[src/rtl/mac_seq.sv]
// Vector sequencer around a combinational MAC: element-wise add/multiply or dot product
// over len operand pairs, with valid/ready streams on both sides.
module mac_seq #(
    parameter int unsigned bw    = 8,
    parameter int unsigned LEN_W = 4
) (
    input  logic             clk,
    input  logic             rst,
    input  logic             start,
    input  logic [1:0]       cmd,
    input  logic [LEN_W-1:0] len,
    input  logic             in_valid,
    output logic             in_ready,
    input  logic [bw-1:0]    in_a,
    input  logic [bw-1:0]    in_b,
    output logic             out_valid,
    input  logic             out_ready,
    output logic [bw-1:0]    out_data,
    output logic             busy,
    output logic             done
);

    localparam logic [1:0] StIdle  = 2'd0;
    localparam logic [1:0] StRun   = 2'd1;
    localparam logic [1:0] StDrain = 2'd2;
    localparam logic [1:0] StDone  = 2'd3;

    localparam logic [1:0] MacAdd = 2'b00;
    localparam logic [1:0] MacFma = 2'b01;
    localparam logic [1:0] MacMul = 2'b10;

    logic [1:0]       state_q, state_d;
    logic             dot_q, dot_d;
    logic             mul_q, mul_d;
    logic [LEN_W-1:0] cnt_q, cnt_d;
    logic [bw-1:0]    acc_q, acc_d;
    logic [bw-1:0]    out_data_q, out_data_d;
    logic             out_valid_q, out_valid_d;

    logic [1:0]       mac_mode;
    logic [bw-1:0]    mac_prod;
    logic [bw-1:0]    mac_res;

    logic             accept;
    logic             out_xfer;
    logic             last;

    // Combinational MAC datapath; all results wrap modulo 2^bw.
    assign mac_mode = dot_q ? MacFma : (mul_q ? MacMul : MacAdd);

    always_comb begin
        mac_prod = in_a * in_b;
        case (mac_mode)
            2'b00:   mac_res = in_a + in_b;
            2'b01:   mac_res = mac_prod + acc_q;
            default: mac_res = mac_prod;
        endcase
    end

    // Dot mode never holds a result in RUN, so it can always take a pair.
    assign in_ready = (state_q == StRun) && (dot_q || !out_valid_q || out_ready);
    assign accept   = in_valid && in_ready;
    assign out_xfer = out_valid_q && out_ready;
    assign last     = (cnt_q == LEN_W'(1));

    always_comb begin
        state_d     = state_q;
        dot_d       = dot_q;
        mul_d       = mul_q;
        cnt_d       = cnt_q;
        acc_d       = acc_q;
        out_data_d  = out_data_q;
        out_valid_d = out_valid_q;

        case (state_q)
            StIdle: begin
                if (start) begin
                    dot_d = (cmd == 2'b01);
                    mul_d = cmd[1];
                    cnt_d = len;
                    acc_d = '0;
                    if (len == '0) begin
                        if (cmd == 2'b01) begin
                            out_data_d  = '0;
                            out_valid_d = 1'b1;
                            state_d     = StDrain;
                        end else begin
                            state_d = StDone;
                        end
                    end else begin
                        state_d = StRun;
                    end
                end
            end
            StRun: begin
                if (dot_q) begin
                    if (accept) begin
                        acc_d = mac_res;
                        cnt_d = cnt_q - LEN_W'(1);
                        if (last) begin
                            out_data_d  = mac_res;
                            out_valid_d = 1'b1;
                            state_d     = StDrain;
                        end
                    end
                end else if (accept) begin
                    // New result replaces one leaving this cycle, no bubble.
                    out_data_d  = mac_res;
                    out_valid_d = 1'b1;
                    cnt_d       = cnt_q - LEN_W'(1);
                    if (last) begin
                        state_d = StDrain;
                    end
                end else if (out_xfer) begin
                    out_valid_d = 1'b0;
                end
            end
            StDrain: begin
                if (!out_valid_q || out_xfer) begin
                    out_valid_d = 1'b0;
                    state_d     = StDone;
                end
            end
            default: begin
                state_d = StIdle;
            end
        endcase
    end

    always_ff @(posedge clk) begin
        if (rst) begin
            state_q     <= StIdle;
            dot_q       <= 1'b0;
            mul_q       <= 1'b0;
            cnt_q       <= '0;
            acc_q       <= '0;
            out_data_q  <= '0;
            out_valid_q <= 1'b0;
        end else begin
            state_q     <= state_d;
            dot_q       <= dot_d;
            mul_q       <= mul_d;
            cnt_q       <= cnt_d;
            acc_q       <= acc_d;
            out_data_q  <= out_data_d;
            out_valid_q <= out_valid_d;
        end
    end

    assign out_valid = out_valid_q;
    assign out_data  = out_data_q;
    assign busy      = (state_q != StIdle);
    assign done      = (state_q == StDone);

endmodule

[config.mk]
export PLATFORM = sky130hd
export DESIGN_NAME = mac_seq
export DESIGN_NICKNAME = d
export VERILOG_FILES = /design/src/rtl/mac_seq.sv
export SDC_FILE = /design/constraint.sdc
export NUM_CORES = 1
export LEC_CHECK = 0
export CORE_MARGIN = 2
export CORE_UTILIZATION = 50
export DETAILED_ROUTE_END_ITERATION = 10
export GPL_TIMING_DRIVEN = 0
export MAX_ROUTING_LAYER = met4
export PLACE_DENSITY = 0.8
export SETUP_SLACK_MARGIN = 0.15
export SYNTH_ARGS = -nofsm -noshare
export SYNTH_HDL_FRONTEND = slang
export SYNTH_SLANG_ARGS = --single-unit
[constraint.sdc]
create_clock -name clk -period 5.7 [get_ports clk]
set_input_delay 0.57 -clock clk [delete_from_list [all_inputs] [get_ports clk]]
set_output_delay 0.57 -clock clk [all_outputs]
set_load 0.03 [all_outputs]
# == After elaboration in Yosys (flattened, before gate mapping) ==
# Index checks and enable logic that the tools add are counted.
# totals
register_bits,25
latch_bits,0
ramBits,0
romBits,0
input_bits,27
output_inout_bits,12
wordCells,80
memories,0
# op_classes
n_addsub,3
multipliers,1
div,0
order_cmp,0
eq_ne,16
shifts,0
n_mux,34
n_bitwise,0
reduce_logical,19
# ops
op,count
$mux 8,9
$pmux 8 s2,3
$add 8x8->8,2
$mux 2,7
$ne 2x2->1 const B,7
$mux 1,10
$ne 3x3->1 const B,3
$mul 8x8->8,1
$mux 4,2
$pmux 4 s2,1
$reduce_and 4->1,2
$reduce_and 8->1,1
$eq 2x1->1 const B,3
$pmux 2 s3,1
$reduce_and 6->1,1
$eq 2x2->1 const B,2
$eq 4x1->1 const B,1
$logic_not 2->1,2
$logic_not 4->1,1
$reduce_bool 2->1,2
$sub 4x1->4 const B,1
$logic_and 1x1->1,3
$logic_or 1x1->1,3
$pmux 1 s3,1
other kinds (4),4

# == Logic depth before layout (Yosys ltp) ==
# Gate-level depths: netlist of run 1.
# logic_depth
word_depth,8
ltp_mapped,21
ltp_nobuf,21

# == Worst setup path before layout of run 1 ==
# No wires, ideal clock.
# synth_timing
path_kind,input to register
start,input in_b[2]
end,register out_data_q[7] (netlist: out_data[7])
setup_time_ns,0.117
arrival_ns,4.297
required_ns,5.583
setup_slack_ns,1.286
cell_stages,17
n_path_buf,0
path_cell_list,and2_1 > ha_1 > fa_1 > ha_1 > inv_1 > fa_1 > inv_1 > fa_1 > ha_1 > and3_1 > a221oi_2 > a21oi_1 > xnor2_1 > xnor2_1 > nand2_1 > o21ai_1 > a22o_1
# synth_between
elab_chain_len,7
word_cells_on_any_way,9
classes_between,2 x add/sub; 1 x mul; 6 x mux
# synth_rtl
item,line_no,text
start: declaration,15,"input logic [bw-1:0] in_b,"
$mul 8x8->8,52,mac_prod = in_a * in_b;
$add 8x8->8,55,2'b01: mac_res = mac_prod + acc_q;
$pmux 8 s2 (*),53,case (mac_mode)
$mux 8,100,if (last) begin
$mux 8,97,if (accept) begin
$mux 8 (*),96,if (dot_q) begin
$pmux 8 s2 (*),75,case (state_q)
end signal: assignment,145,out_data_q <= out_data_d;
end: declaration,37,"logic [bw-1:0] out_data_q, out_data_d;"
# Every way passes the cells marked *; elsewhere a longest branch is shown, timed or not. The select of a mux whose other input is x is not followed.
# A chain may end at the register's enable or synchronous reset.

# == Final worst setup path of run 1 ==
# layout_timing
start,input in_a[1]
end,register out_data_q[7] (netlist: out_data[7])
# layout_between
elab_chain_len,7
word_cells_on_any_way,9
classes_between,2 x add/sub; 1 x mul; 6 x mux
# layout_rtl
item,line_no,text
start: declaration,14,"input logic [bw-1:0] in_a,"
$mul 8x8->8,52,
$add 8x8->8,55,
$pmux 8 s2 (*),53,
$mux 8,100,
$mux 8,97,
$mux 8 (*),96,
$pmux 8 s2 (*),75,
# Marks and branches as above.

==> results.cfg, run 1 <==
[detailed_routing]
antenna_left = 0
drc = 0
wire_per_inst_um = 14.3
detail_route.iter0.violations = 143
viasPerCell = 5.39
num_vias = 2392
drt_pass1_iterations = 4
wl_mm = 6.36

[power]
peakVddDrop_v = 0.000274
pwr_density_cell_mw_per_mm2 = 314
leakage_nw = 1.48

[timing]
drv_slew = 0
finalCriticalPeriod_ns = 5.16
fin_crit_sh_pct = 90.6
rsz0062_at_grt = false
relSlewSlack_pct = 43.7
skew_ns = 0.00413
fmax_ghz = 0.194
worstMarginPinSlew_ns = 0.839
setup_violations = 0
hold_violations = 0
tns_ns = 0

[yosys]
synth_ff_type = dfxtp_1
synth-async-reset-ratio_pct = 0
netlist_area_mm2 = 0.00275
synth_area_per_cell_um2 = 8.28
synth_cells = 332
synth_edf_count = 0
synth_nets = 410
ys_types = 45
ys_warn_count = 0
ys_ff_latch = 25
ys_seq_area_share_pct = 18.2

[worst_hold_path]
min_to = out_data[6]
hold_path_depth = 1
min_from = out_data[6]
hold_class = flop to flop

[placement]
placed_cell_area_mm2 = 0.00322
io_buffers = 38
dp_hpwl_mm = 5.24
gp_congestion = 0.867

[setup_path]
crit_path_max_fanout = 8
rr_worst_depth = 8
r2r-end = acc_q[3]
critPathLaunchType = primary input
reg2reg_from = state_q[1]
critical_path_arrival_ns = 5.34
worst-setup-path-type = primary input to flop
worst_setup_path_end_kind = flop
critPathRequiredTime_ns = 5.88
r2r_slack_ns = 3.38

[clocking]
cts_sinks = 25
postCtsSetupBuffers = 0
htreeDepth = 1
cts-resized-gates = 0
clockBufferDepth = 2
path_clk_slew_ns = 0.09
tritoncts = yes
cts-buffers-inserted = 3
root_buffer = clkbuf_8
cts_hold_buf = 0
clkLatencyLatePin_ns = 0.28

[floorplanning]
pin_count = 39
dieWidth_um = 78.1
die_y_um = 78.1
start_util_pct = 52.8
rows = 26
die-area_mm2 = 0.00611
core_area_mm2 = 0.00520

[grt]
antenna_found_initial = 0
grt_max_degree = 15
grt_overflow = 0
grt_usage_pct = 22.6
grt_pass1_vias = 2379
grt_pass1_wl_mm = 10.8

[final_layout]
area_growth_pct = 18.7
antennaDiodeCount = 0
drive_gt1_share_pct = 3.21
final_nets = 453
final_cell_area_mm2 = 0.00326
layout_common_cells = nand2_1, clkdlybuf4s50_1, ha_1, inv_1, nor2_1

[run_status]
status = finished clean

[run]
cap_violations = 0
-- flip-flops by register name, summed over array words and instances, names as in the netlist --
| register | count |
|---|---|
| acc_q | 8 |
| out_data | 8 |
| cnt_q | 4 |
| state_q | 2 |
| dot_q | 1 |
| mul_q | 1 |
| out_valid | 1 |
-- worst max path at each step --
stage                  from          end  slack [ns]  cells after the start
floorplan           in_b[2]  out_data[7]        1.29                     17
global placement    in_a[1]  out_data[7]        0.38                     18
detailed placement  in_a[1]  out_data[7]        0.26                     18
CTS                 in_a[1]  out_data[7]        0.55                     18
global route        in_a[1]  out_data[7]        0.30                     18
finish              in_a[1]  out_data[7]        0.54                     18
-- stage by stage --
step	hold WS [ns]	power, W	worst slack, ns	instances	util [%]
2_1_floorplan	0.461	0.000737	1.29	332	-
3_3_place_gp	0.439	0.000895	0.379	440	61.8
3_5_place_dp	0.443	0.000917	0.263	440	61.8
4_1_cts	0.470	0.00103	0.550	444	62.7
5_1_grt	0.499	0.00112	0.295	444	62.7
6_report	0.466	0.00103	0.536	444	62.7
-- layout make-up --
type	count	area [um2]
multi-input combinational	264	2080
fill	492	1940
sequential	25	500
timing repair buffer	38	380
inverter	36	135
tap	70	87.6
clock buffer	3	41.3
buffer	7	33.8
clock inverter	1	5.00
-- cell families (layout without fill, tap and decap cells) --
| family | count (synthesis) | in the layout | synth area share [%] |
|---|---|---|---|
| compound gates | 74 | 74 | 17.7 |
| mux | 10 | 10 | 3.73 |
| fa+ha+maj | 51 | 51 | 27.0 |
| flops | 25 | 25 | 18.2 |
| xor+xnor | 28 | 28 | 10.2 |
| buf+inv | 43 | 85 | 6.14 |
| simple gates | 101 | 101 | 16.9 |
-- layer usage --
metal,share of wire [%],wire length [um],vias up,global-route usage (%)
li1,-,-,1210,-
met5,0,0,-,-
met3,3.5,224,5,2.76
met2,49,3100,48,37.2
met1,47,2960,1129,29.6
met4,1.1,72,0,6.32
-- worst max-delay path, stage by stage --
cell and delay [ns]:
clkdlybuf4s50_1 0.68, nand2_1 0.16, fa_1 0.47, fa_1 0.54, inv_1 0.05, fa_1 0.47, fa_1 0.50, ha_1 0.34
xnor2_1 0.33, ha_1 0.33, o21a_1 0.12, nor2_1 0.09, a21oi_1 0.06, xnor2_1 0.15, xnor2_1 0.15, nand2_1 0.07
o21ai_1 0.06, a22o_1 0.19
-- where the power goes --
part	total (W)	leakage (nW)	internal [W]	switching, W
combinational	0.000678	1.26	0.000292	0.000386
clock	0.000110	0.0255	0.0000492	0.0000605
sequential	0.000238	0.203	0.000207	0.0000314
total	0.00103	1.48	0.000548	0.000478
-- synthesized netlist by cell type (all sizes together) (2+ instances only) --
library cell / number / area share, %
nand2: 38 / 5.2
ha: 37 / 17
inv: 36 / 4.9
nor2: 28 / 3.9
dfxtp: 25 / 18
a21oi: 22 / 4.0
xnor2: 19 / 6.3
and2: 15 / 3.5
fa: 14 / 10
o21ai: 13 / 2.4
a21o: 9 / 2.5
mux2i: 8 / 2.9
a22oi: 7 / 1.9
xor2: 7 / 2.2
clkbuf: 6 / 0.82
nand3: 5 / 0.91
a211oi: 4 / 1.1
nor2b: 4 / 0.91
o211ai: 4 / 1.1
and3: 3 / 0.68
nand2b: 3 / 0.68
a221oi: 2 / 0.86
a22o: 2 / 0.64
a31oi: 2 / 0.46
mux2: 2 / 0.82
nor4: 2 / 0.46
o21a: 2 / 0.55
xnor3: 2 / 1.7
No activity file was read; power rests on OpenSTA's default activity.
==> inputs of run 2 (changes only) <==
--- a/config.mk
+++ b/config.mk
@@ -7,10 +7,11 @@
 export LEC_CHECK = 0
 export CORE_MARGIN = 2
 export CORE_UTILIZATION = 50
+export CTS_CLUSTER_DIAMETER = 100
 export DETAILED_ROUTE_END_ITERATION = 10
 export GPL_TIMING_DRIVEN = 0
 export MAX_ROUTING_LAYER = met4
-export PLACE_DENSITY = 0.8
+export PLACE_DENSITY = 0.83
 export SETUP_SLACK_MARGIN = 0.15
 export SYNTH_ARGS = -nofsm -noshare
 export SYNTH_HDL_FRONTEND = slang
==> constraint.sdc (replaced) <==
create_clock -name clk -period 4.6 [get_ports clk]
set_input_delay 0.46 -clock clk [delete_from_list [all_inputs] [get_ports clk]]
set_output_delay 0.46 -clock clk [all_outputs]
set_load 0.03 [all_outputs]
==> results.cfg, run 2 (synthesis results as in run 1) <==
[run_status]
status = finished clean

[detailed_routing]
wire_per_inst_um = 13.8
antenna_left = 0
detail_route.iter0.violations = 111
drc = 0
num_vias = 2369
viasPerCell = 5.32
drt_pass1_iterations = 4
wl_mm = 6.16

[placement]
gp_congestion = 0.862
io_buffers = 38
dp_hpwl_mm = 4.90
placed_cell_area_mm2 = 0.00322

[grt]
antenna_found_initial = 0
grt_max_degree = 16
grt_pass1_vias = 2417
grt_overflow = 0
grt_pass1_wl_mm = 10.7
grt_usage_pct = 21.8

[setup_path]
crit_path_max_fanout = 6
critPathLaunchType = primary input
worst-setup-path-type = primary input to flop
r2r_slack_ns = 2.28
worst_setup_path_end_kind = flop
critical_path_arrival_ns = 4.48
critPathRequiredTime_ns = 4.77

[clocking]
tritoncts = yes
cts-buffers-inserted = 3
clockBufferDepth = 2
path_clk_slew_ns = 0.09
clkLatencyLatePin_ns = 0.27
htreeDepth = 1
cts_sinks = 25
root_buffer = clkbuf_8

[final_layout]
drive_gt1_share_pct = 8.80
final_cell_area_mm2 = 0.00334
final_nets = 454
layout_commonest_cell = nand2_1
layout_common_cells = nand2_1, inv_1, ha_1, clkdlybuf4s50_1, nor2_1
area_growth_pct = 21.6
fin_util_pct = 64.2
antennaDiodeCount = 0

[floorplanning]
start_util_pct = 52.8
pin_count = 39
die_y_um = 78.1
rows = 26
core_area_mm2 = 0.00520
dieWidth_um = 78.1
die-area_mm2 = 0.00611

[timing]
fmax_ghz = 0.232
setup_violations = 0
hold_violations = 0
finalCriticalPeriod_ns = 4.30
skew_ns = 0.00253
relSlewSlack_pct = 46.1
rsz0062_at_grt = false
fin_crit_sh_pct = 93.6
timing.hold.ws_ns = 0.471
drv_slew = 0
tns_ns = 0
worstMarginPinSlew_ns = 0.803

[power]
peakVddDrop_v = 0.000320
pwr_density_cell_mw_per_mm2 = 399
power_w = 0.00133
leakage_nw = 1.49

[worst_hold_path]
hold_class = flop to flop

[run]
cap_violations = 0
-- run 2: cell type report --
type	instances	area [um2]
plain buffers	7	33.8
clock buffers	3	41.3
clock inverters	1	7.51
fillers	439	1860
inverters	36	135
multi-input cells	264	2190
flip-flops and latches	25	500
well taps	70	87.6
repair buffers	39	348
-- run 2: worst max-delay path: stages --
cell and delay (ns):
buf_2 0.15, and2_1 0.17, ha_2 0.19, fa_1 0.47, ha_1 0.29, inv_1 0.05
fa_1 0.52, inv_1 0.07, fa_2 0.59, ha_4 0.23, and3_1 0.19, a221oi_2 0.34
a21oi_2 0.11, xnor2_1 0.19, xnor2_1 0.12, nand2_1 0.07, o21ai_1 0.06, a22o_1 0.19
-- run 2: repair_timing --
item / CTS / global route
pin swaps: 6 / 6
hold buffers: 0 / 0
setup endpoints to repair: 6 / 3
resized for setup: 27 / 22
setup buffers: 1 / 0
-- run 2: per-layer routing --
| metal | vias up | track usage, % | wire length, um |
|---|---|---|---|
| met2 | 42 | 37.0 | 3020 |
| met4 | 0 | 2.81 | 25 |
| met3 | 4 | 2.41 | 180 |
| met5 | - | - | 0 |
| met1 | 1111 | 29.0 | 2930 |
| li1 | 1212 | - | - |
-- run 2: path summary, 6_finish.rpt --
path / endpoint / from / cells after the start
max: out_data[7] / in_b[2] / 18
min: out_data[6] / out_data[6] / 1
max reg2reg: acc_q[2] / state_q[1] / 8
min reg2reg: out_data[6] / out_data[6] / 1
-- run 2: stage by stage --
step                      setup WS (ns)  cells
after global routing              0.144    445
after CTS                         0.158    445
after global placement           -0.612    440
after detailed placement         -0.643    440
final                             0.296    445
after floorplan                   0.296    332
-- run 2: report_power, final --
part | switching, W | internal [W]
Combinational | 0.000500 | 0.000404
Sequential | 0.0000381 | 0.000256
Clock | 0.0000739 | 0.0000614
Total | 0.000612 | 0.000721
==> inputs of run 3 (changes only) <==
--- a/config.mk
+++ b/config.mk
@@ -7,11 +7,10 @@
 export LEC_CHECK = 0
 export CORE_MARGIN = 2
 export CORE_UTILIZATION = 50
-export CTS_CLUSTER_DIAMETER = 100
 export DETAILED_ROUTE_END_ITERATION = 10
 export GPL_TIMING_DRIVEN = 0
 export MAX_ROUTING_LAYER = met4
-export PLACE_DENSITY = 0.83
+export PLACE_DENSITY = 0.8
 export SETUP_SLACK_MARGIN = 0.15
 export SYNTH_ARGS = -nofsm -noshare
 export SYNTH_HDL_FRONTEND = slang
==> constraint.sdc (replaced) <==
create_clock -name clk -period 4.2 [get_ports clk]
set_input_delay 0.42 -clock clk [delete_from_list [all_inputs] [get_ports clk]]
set_output_delay 0.42 -clock clk [all_outputs]
set_load 0.03 [all_outputs]
==> results.cfg, run 3 (synthesis results as in run 1) <==
[run_status]
status = finished clean

[final_layout]
antennaDiodeCount = 0
fill_cells = 406
drive_gt1_share_pct = 16.7
area_growth_pct = 30.8
final_cells = 454
layout_commonest_cell = nand2_1
fin_util_pct = 69.1
final_nets = 463
layout_common_cells = nand2_1, inv_1, nor2_1, ha_1

[placement]
dp_hpwl_mm = 5.28
gp_congestion = 0.859
place_inst = 440
io_buffers = 38

[run]
cap_violations = 0

[detailed_routing]
viasPerCell = 5.62
wire_per_inst_um = 15.6
drt_pass1_iterations = 4
wl_mm = 7.10
drc = 0
num_vias = 2553
detail_route.iter0.violations = 172
antenna_left = 0

[timing]
worstMarginPinSlew_ns = 0.945
drv_slew = 0
fmax_ghz = 0.241
relSlewSlack_pct = 36.6
rsz0062_at_grt = true
skew_ns = 0.00240
hold_violations = 0
setup_violations = 0
fin_crit_sh_pct = 98.6
finalCriticalPeriod_ns = 4.14

[power]
p_switching_w = 0.000738
pwr_density_cell_mw_per_mm2 = 448
p_comb_share_pct = 70.6
leakage_nw = 1.57
p_int_w = 0.000873
switching_share_pct = 45.8
pwr-share-seq_pct = 20.2
peakVddDrop_v = 0.000439
power_w = 0.00161
p_clk_share_pct = 9.1

[setup_path]
worst_setup_path_end_kind = flop
critPathRequiredTime_ns = 4.37
critPathLaunch = in_a[1]
critical_path_arrival_ns = 4.32
r2r_slack_ns = 1.77
crit_path_max_fanout = 6
critPathLaunchType = primary input
reg2reg_from = state_q[1]
worst-setup-path-type = primary input to flop

[worst_hold_path]
hold_class = flop to flop
min_from = out_data[6]

[floorplanning]
dieWidth_um = 78.1
die-area_mm2 = 0.00611
core_area_mm2 = 0.00520
rows = 26
start_util_pct = 52.8
die_y_um = 78.1
pin_count = 39

[grt]
antenna_found_initial = 0
grt_max_degree = 14
grt_pass1_vias = 2446
grt_usage_pct = 24.7
grt_overflow = 0
grt_pass1_wl_mm = 11.7

[clocking]
cts_sinks = 25
cts-buffers-inserted = 3
htreeDepth = 1
tritoncts = yes
clockBufferDepth = 2
path_clk_slew_ns = 0.09
root_buffer = clkbuf_8
cts_hold_buf = 0
clkLatencyLatePin_ns = 0.27
run 3: cell count changes in the layout (fill, tap and decap cells not counted), moves of 3 or more:
cell,previous run,this run
buf_4,1,12
and2_4,0,4
clkbuf_2,5,0
inv_1,36,33
inv_2,0,3
xnor2_1,17,14
and2_1,14,10
clkdlybuf4s50_1,28,25
ha_4,5,11
xnor2_2,1,4
ha_1,31,26
run 3: final timing paths:
kind,endpoint,cells past startpoint
worst max-delay path,out_data[7],18
worst max register to register,acc_q[0],9
worst min register to register,out_data[6],1
worst min-delay path,out_data[6],1
run 3: routing by layer:
metal	share of wire (%)	wire (um)	global-route usage (%)	vias up
met3	2.9	207	2.53	13
met5	0	0	-	-
met2	51	3620	41.6	68
met4	1.4	101	4.39	0
met1	45	3170	32.7	1235
li1	-	-	-	1237
run 3: what timing repair did:
| item | CTS | global route |
|---|---|---|
| setup endpoints to repair | 6 | 3 |
| resized for setup | 86 | 7 |
| pin swaps | 20 | 10 |
| setup buffers | 8 | 2 |
run 3: final cells by class:
type | instances | area, um2 | area share [%]
multi-input cells | 264 | 2340 | 65.2
flip-flops and latches | 25 | 500 | 13.9
repair buffers | 48 | 450 | 12.5
inverters | 36 | 135 | 3.76
well taps | 70 | 87.6 | 2.44
clock buffers | 4 | 45.0 | 1.25
plain buffers | 7 | 33.8 | 0.939
run 3: worst max-delay path, cell delays in order:
cell,delay (ns)
buf_12,0.11
and2_4,0.16
ha_4,0.15
fa_1,0.52
ha_4,0.29
inv_2,0.03
fa_1,0.50
inv_2,0.05
fa_2,0.63
ha_4,0.22
and3_4,0.18
a221oi_4,0.30
a21oi_2,0.11
xnor2_2,0.15
xnor2_2,0.14
nand2_1,0.07
o21ai_1,0.07
a22o_1,0.20
run 3: metrics by stage:
stage	instance area (um2)	TNS, ns	worst slack (ns)	hold slack [ns]
2_1_floorplan	2780	0	0.165	0.461
3_3_place_gp	3250	-3.55	-0.904	0.439
3_5_place_dp	3250	-3.74	-0.931	0.443
4_1_cts	3530	0	0.127	0.470
5_1_grt	3600	-0.0465	-0.0465	0.508
6_report	3600	0	0.0570	0.466
run 3: power by group through the flow:
stage          sequential [W]  combinational, W  clock, W
2_1_floorplan        0.000341          0.000671         0
3_3_place_gp         0.000327          0.000900         0
3_5_place_dp         0.000328          0.000932         0
4_1_cts              0.000324           0.00107  0.000148
5_1_grt              0.000335           0.00125  0.000157
6_report             0.000326           0.00114  0.000147
